[src/rtl/hazard_pkg.sv]
// Shared types for the EV22 hazard/interlock controller: instruction type bit
// positions, the shadow-pipeline entry record and the jump-shadow FSM states.
package hazard_pkg;

  localparam int WR_READ  = 0;
  localparam int WR_WRITE = 1;
  localparam int R_READ   = 2;
  localparam int R_WRITE  = 3;
  localparam int C_READ   = 4;
  localparam int C_WRITE  = 5;
  localparam int JUMP     = 6;
  localparam int TYPE_W   = 7;

  // Destination field is sized for the widest supported register select;
  // narrower selects are zero-extended, so RADDR_W must not exceed DEST_W.
  localparam int DEST_W = 8;

  typedef struct packed {
    logic              valid;
    logic [TYPE_W-1:0] itype;
    logic [DEST_W-1:0] dest;
  } hz_entry_t;

  typedef enum logic {
    IDLE,
    SHADOW
  } hz_state_e;

  function automatic hz_entry_t hz_bubble();
    return '0;
  endfunction

endpackage

[src/rtl/hazard_shadow_pipe.sv]
// DEPTH-entry shift register of in-flight instruction descriptors; entry 0
// (e[1]) takes either the decode descriptor or a bubble.
module hazard_shadow_pipe
  import hazard_pkg::*;
#(
  parameter int DEPTH = 3
) (
  input  logic                  clk,
  input  logic                  reset,
  input  logic                  bubble,
  input  hz_entry_t             din,
  output hz_entry_t [DEPTH-1:0] entries
);

  hz_entry_t [DEPTH-1:0] e_reg;

  always_ff @(posedge clk) begin
    if (reset) begin
      e_reg[0] <= hz_bubble();
    end else begin
      e_reg[0] <= bubble ? hz_bubble() : din;
    end
  end

  for (genvar gi = 1; gi < DEPTH; gi++) begin : g_stage
    always_ff @(posedge clk) begin
      if (reset) begin
        e_reg[gi] <= hz_bubble();
      end else begin
        e_reg[gi] <= e_reg[gi-1];
      end
    end
  end

  assign entries = e_reg;

endmodule

[src/rtl/hazard_unit_p.sv]
// Pipeline hazard/interlock controller with its own shadow pipeline and a
// post-jump hold window. Optional counters enabled by HAZARD_STATS_EN.
module hazard_unit_p
  import hazard_pkg::*;
#(
  parameter int RADDR_W     = 5,
  parameter int DEPTH       = 3,
  parameter int JUMP_SHADOW = 2
) (
  input  logic               clk,
  input  logic               reset,
  input  logic               id_valid,
  input  logic [TYPE_W-1:0]  id_type,
  input  logic [RADDR_W-1:0] id_sel_a,
  input  logic [RADDR_W-1:0] id_sel_b,
  input  logic               id_b_reg,
  input  logic [RADDR_W-1:0] id_sel_c,
  input  logic               mr,
  output logic               hold,
  output logic               bubble,
  output logic               pipe_empty
`ifdef HAZARD_STATS_EN
  ,
  output logic [15:0]        stall_cnt,
  output logic [15:0]        jump_cnt
`endif
);

  localparam bit SHADOW_EN = (JUMP_SHADOW > 0);

  hz_entry_t [DEPTH-1:0] entries;
  hz_entry_t             id_entry;
  hz_state_e             state_reg, state_next;
  logic [3:0]            cnt_reg, cnt_next;
  logic [DEST_W-1:0]     sel_a_x, sel_b_x;
  logic [DEPTH-1:0]      m_any, m_wr, m_mr, m_c, m_ra, m_rb;
  logic                  hold_raw, issue_jump;

  assign sel_a_x  = DEST_W'(id_sel_a);
  assign sel_b_x  = DEST_W'(id_sel_b);
  assign id_entry = '{valid: id_valid, itype: id_type, dest: DEST_W'(id_sel_c)};

  hazard_shadow_pipe #(
    .DEPTH(DEPTH)
  ) u_pipe (
    .clk    (clk),
    .reset  (reset),
    .bubble (hold),
    .din    (id_entry),
    .entries(entries)
  );

  for (genvar gi = 0; gi < DEPTH; gi++) begin : g_match
    logic [3:0] unused_ty;
    assign unused_ty = {entries[gi].itype[WR_READ], entries[gi].itype[R_READ],
                        entries[gi].itype[C_READ], entries[gi].itype[JUMP]};
    assign m_any[gi] = entries[gi].valid;
    assign m_wr[gi]  = entries[gi].valid & entries[gi].itype[WR_WRITE];
    assign m_c[gi]   = entries[gi].valid & entries[gi].itype[C_WRITE];
    assign m_ra[gi]  = entries[gi].valid & entries[gi].itype[R_WRITE] &
                       (entries[gi].dest == sel_a_x);
    assign m_rb[gi]  = entries[gi].valid & entries[gi].itype[R_WRITE] &
                       (entries[gi].dest == sel_b_x);
    // A memory read only conflicts once the writer has left e[1].
    if (gi >= 1) begin : g_mr
      assign m_mr[gi] = m_wr[gi];
    end else begin : g_no_mr
      assign m_mr[gi] = 1'b0;
    end
  end

  assign hold_raw = (id_valid & ((id_type[JUMP]    & (|m_any)) |
                                 (id_type[WR_READ] & (|m_wr))  |
                                 (id_type[C_READ]  & (|m_c))   |
                                 (id_type[R_READ]  & (|m_ra))  |
                                 (id_b_reg         & (|m_rb))))
                  | (mr & (|m_mr))
                  | (state_reg == SHADOW);

  assign hold       = ~reset & hold_raw;
  assign bubble     = hold;
  assign pipe_empty = reset | (~(|m_any) & (state_reg == IDLE));
  assign issue_jump = id_valid & id_type[JUMP] & ~hold;

  always_ff @(posedge clk) begin
    if (reset) begin
      state_reg <= IDLE;
      cnt_reg   <= '0;
    end else begin
      state_reg <= state_next;
      cnt_reg   <= cnt_next;
    end
  end

  always_comb begin
    state_next = state_reg;
    cnt_next   = cnt_reg;
    case (state_reg)
      IDLE: begin
        if (issue_jump && SHADOW_EN) begin
          state_next = SHADOW;
          cnt_next   = 4'(JUMP_SHADOW);
        end
      end
      SHADOW: begin
        // A zero count can only arise from corruption; treat it as the last cycle.
        if (cnt_reg <= 4'd1) begin
          state_next = IDLE;
          cnt_next   = '0;
        end else begin
          cnt_next = cnt_reg - 4'd1;
        end
      end
      default: begin
        state_next = IDLE;
        cnt_next   = '0;
      end
    endcase
  end

`ifdef HAZARD_STATS_EN
  logic [15:0] stall_cnt_reg, jump_cnt_reg;

  always_ff @(posedge clk) begin
    if (reset) begin
      stall_cnt_reg <= '0;
      jump_cnt_reg  <= '0;
    end else begin
      if (hold && stall_cnt_reg != 16'hFFFF) stall_cnt_reg <= stall_cnt_reg + 16'd1;
      if (issue_jump && jump_cnt_reg != 16'hFFFF) jump_cnt_reg <= jump_cnt_reg + 16'd1;
    end
  end

  assign stall_cnt = stall_cnt_reg;
  assign jump_cnt  = jump_cnt_reg;
`endif

endmodule

[config.mk]
export PLATFORM = sky130hd
export DESIGN_NAME = hazard_unit_p
export DESIGN_NICKNAME = d
export VERILOG_FILES = /design/src/rtl/hazard_pkg.sv /design/src/rtl/hazard_shadow_pipe.sv /design/src/rtl/hazard_unit_p.sv
export SDC_FILE = /design/constraint.sdc
export NUM_CORES = 1
export LEC_CHECK = 0
export CAP_MARGIN = 15
export CORE_UTILIZATION = 41
export CTS_BUF_LIST = sky130_fd_sc_hd__clkbuf_4 sky130_fd_sc_hd__clkbuf_8
export DETAILED_ROUTE_END_ITERATION = 12
export PLACE_DENSITY = 0.71
export SLEW_MARGIN = 25
export SYNTH_ARGS = -nofsm -noshare
export SYNTH_HDL_FRONTEND = slang
export SYNTH_SLANG_ARGS = --single-unit
[constraint.sdc]
create_clock -name clk -period 3.53 [get_ports clk]
set_input_delay 0.8825 -clock clk [delete_from_list [all_inputs] [get_ports clk]]
set_output_delay 0.8825 -clock clk [all_outputs]
set_load 0.02 [all_outputs]
==> results.md <==
* Outcome: complete, no violations
* Max Clk Rate at 0.294 GHz
* Layout cells sized above 1 at 17.6%
* Clock slew at reported path FFs at 0.07 ns
* DR pass1 iterations at 4
* Reg-to-reg startpoint: u_pipe.entries[31]$_SDFF_PP0_
* Remaining Overflow, GRT at 0
* CTS max path bufs at 2
* Syn Inst Count at 148
* Reg2Reg Depth at 5
* Cell area after placement at 0.00192 mm^2
* Worst setup margin at 0.124 ns
* First-pass GRT wire length at 5.49 mm
* Int Pwr at 0.594 mW
* Ys async rst share at 0%
* Seq pwr share at 49.1%
* Syn Std Cell Area at 0.00155 mm^2
* CTS tree: yes
* Reg2Reg Setup Slack at 1.50 ns
* Final setup violation count at 0
* Drt first-iter violations at 43
* Antenna diode instance count at 0
* CP required at 2.65 ns
* Final Wtd Congestion at 0.935
* Die area at 0.00402 mm^2
* End of the worst register-to-register path: cnt_reg[0]$_SDFFE_PP0P_
* Initial core utilization at 44.6%
* Arr. time, crit path at 2.52 ns
* Min-delay src: u_pipe.entries[29]$_SDFF_PP0_
* Number of synthesized flops with an enable pin at 0
* Synth top area cells: dfxtp_1 (41%), xnor2_1 (15%), nor2b_1 (7.7%), nor3b_2 (6.5%), nand4_1 (3.2%)
* Via count at 1173
* CP Max Fanout at 3
* Design Area, Final at 0.00199 mm^2
* Vias per cell at 5.01
* Max Slew Vio Count at 0
* Largest register FFs at 27
* WL final at 3.20 mm
* DIE HEIGHT at 63.4 um
* ANT nets after route at 0
* Largest net degree at the start of global routing at 29
* Vias in the first global route at 1202
* Post-layout util at 57.5%
* MaxCap Viol Count at 0
* Root Buffer: clkbuf_8
* Syn_nets at 177
* Worst setup EP type: output port
* Commonest cells post-synth: dfxtp_1 (32), xnor2_1 (27), nor2b_1 (19)
* Min Tclk post-route at 3.41 ns
* Worst slack, placed at -0.465 ns
* I/O pin cnt at 30
* Antenna violations before repair at 0
* H-tree Lvls at 2
* Synth area leader: dfxtp_1
* Warnings, synthesis at 0
* Predominant post-synthesis flop cell: dfxtp_1
* Skew final at 0.00157 ns
* # fillers at 339
* Top-area cell type share of the netlist area at 41.4%
* Core area at 0.00347 mm^2
* DP HPWL at 2.50 mm
* Worst skew pair latency at 0.28 ns
* Hold path cells at 1
* Unrepaired setup endpoints after global routing: no
* DR WL/cell at 13.7 um
* Distinct cells, synth at 37
* Fin. Hold Viols at 0
* CTS Hold Bufs at 0
* Syn Area/Cell at 10.4 um^2
* Hold Crit Class: flop to flop
* Part of the total power dissipated in combinational logic at 16.9%
* I/O Buffers at 29
* Pwr dens at 404 mW/mm^2
* Final period util at 96.5%
* Slew at the pin closest to its max-slew limit at 0.691 ns
* Post-synthesis sequential area ratio at 41.4%
* Sw frac at 26.3%
* DRC violations left at 0
* CTS Buf Count at 5
* Sink Count at 32
* VDD IR-drop max at 238 uV
* Hold path endpoint: u_pipe.entries[45]$_SDFF_PP0_
* Setup bufs post-CTS at 0
* Die X at 63.4 um
* Layout area overhead at 29.0%
* Max_slew headroom at 53.2%
* Clock power share at 34.0%
* Switch Pwr at 0.212 mW
* Critical path type: primary input to output port
* GRT Resource Usage Total at 18.2%
* Count leader, synth: dfxtp_1
* Synth Register Bits at 32
* Final #Nets at 216
* Lkg Pwr at 0.740 nW
* # rows at 21
* Crit path launch type: primary input
[per-layer routing]
metal / track usage, % / part of all wire (%) / vias up
met3: 5.62 / 3.6 / 5
met2: 30.7 / 51 / 22
li1: - / - / 593
met4: 7.67 / 1.9 / 0
met5: 0 / 0 / -
met1: 20.9 / 44 / 553
[cells in the final DEF (no fill, tap or decap)]
| cell | count |
|---|---|
| buf_4 | 10 |
| nor3_1 | 5 |
| nand3_1 | 4 |
| xor2_1 | 4 |
| ha_1 | 2 |
| dlygate4sd2_1 | 10 |
| a21oi_4 | 1 |
| and2_1 | 1 |
| clkbuf_8 | 5 |
| clkinv_4 | 1 |
| o21ai_0 | 1 |
| nor3b_2 | 8 |
| o22ai_1 | 2 |
| clkinv_2 | 2 |
| nor2_1 | 2 |
| o311ai_2 | 1 |
| or4_4 | 1 |
| o311ai_1 | 2 |
| nand2b_1 | 1 |
| o2bb2ai_1 | 1 |
| o211ai_1 | 1 |
| xnor2_1 | 27 |
| dfxtp_1 | 32 |
| a2bb2oi_4 | 1 |
| nor3_2 | 2 |
| o21ai_1 | 2 |
| nor2b_1 | 19 |
| a2111o_1 | 1 |
| a22o_1 | 1 |
| a222oi_1 | 1 |
| a21oi_1 | 1 |
| clkdlybuf4s50_1 | 17 |
| or3b_2 | 1 |
| o31ai_1 | 1 |
| a21bo_1 | 1 |
| nand2_1 | 2 |
| or3_1 | 1 |
| nand4_1 | 8 |
| inv_1 | 5 |
[critical path, cell delays in order]
cell	delay, ns
dlygate4sd2_1	0.27
buf_4	0.14
xnor2_1	0.11
nand4_1	0.09
o22ai_1	0.10
a2111o_1	0.41
a2bb2oi_4	0.19
and2_1	0.16
buf_4	0.15
[kinds of logic after synthesis]
family	count (synthesis)	share of synthesized area, %
flops	32	41.4
buf+inv	10	3.16
compound gates	18	11.2
xor+xnor	31	17.6
simple gates	55	25.1
fa+ha+maj	2	1.62
[repair_timing]
item                       in CTS  in global routing
setup endpoints to repair       2                  0
hold endpoints to repair        0                  0
gates resized for setup        20                  0
[worst max path at each step]
stage | slack [ns] | cells past startpoint | endpoint | from
global route | 0.05 | 9 | hold | id_sel_a[3]
finish | 0.12 | 9 | hold | id_sel_a[3]
global placement | -0.46 | 8 | bubble | id_sel_b[1]
floorplan | 0.25 | 8 | hold | id_sel_b[4]
detailed placement | -0.46 | 8 | hold | id_sel_b[1]
CTS | 0.11 | 9 | hold | id_sel_a[3]
[power by group through the flow]
stage	clock (mW)	sequential [mW]	combinational [mW]
floorplan	0	0.399	0.0817
global placement	0	0.403	0.138
detailed placement	0	0.404	0.141
CTS	0.282	0.396	0.138
global route	0.297	0.398	0.149
finish	0.274	0.396	0.136
[metrics by stage]
stage | setup TNS, ns | power (mW) | hold WS, ns | std cells
after floorplan | 0 | 0.481 | 0.438 | 148
after global placement | -0.929 | 0.541 | 0.450 | 226
after detailed placement | -0.928 | 0.545 | 0.465 | 226
after CTS | 0 | 0.816 | 0.475 | 234
after global routing | 0 | 0.844 | 0.494 | 234
final | 0 | 0.806 | 0.475 | 234
[layout make-up]
| cell class | instances | area [um^2] | area share (%) |
|---|---|---|---|
| clock buffer | 5 | 68.8 | 3.45 |
| sequential | 32 | 641 | 32.1 |
| inverter | 5 | 18.8 | 0.941 |
| multi-input combinational | 106 | 857 | 43.0 |
| timing repair buffer | 37 | 333 | 16.7 |
| clock inverter | 3 | 18.8 | 0.941 |
| tap | 46 | 57.6 | 2.89 |
Power figures use the tool's default switching activity.
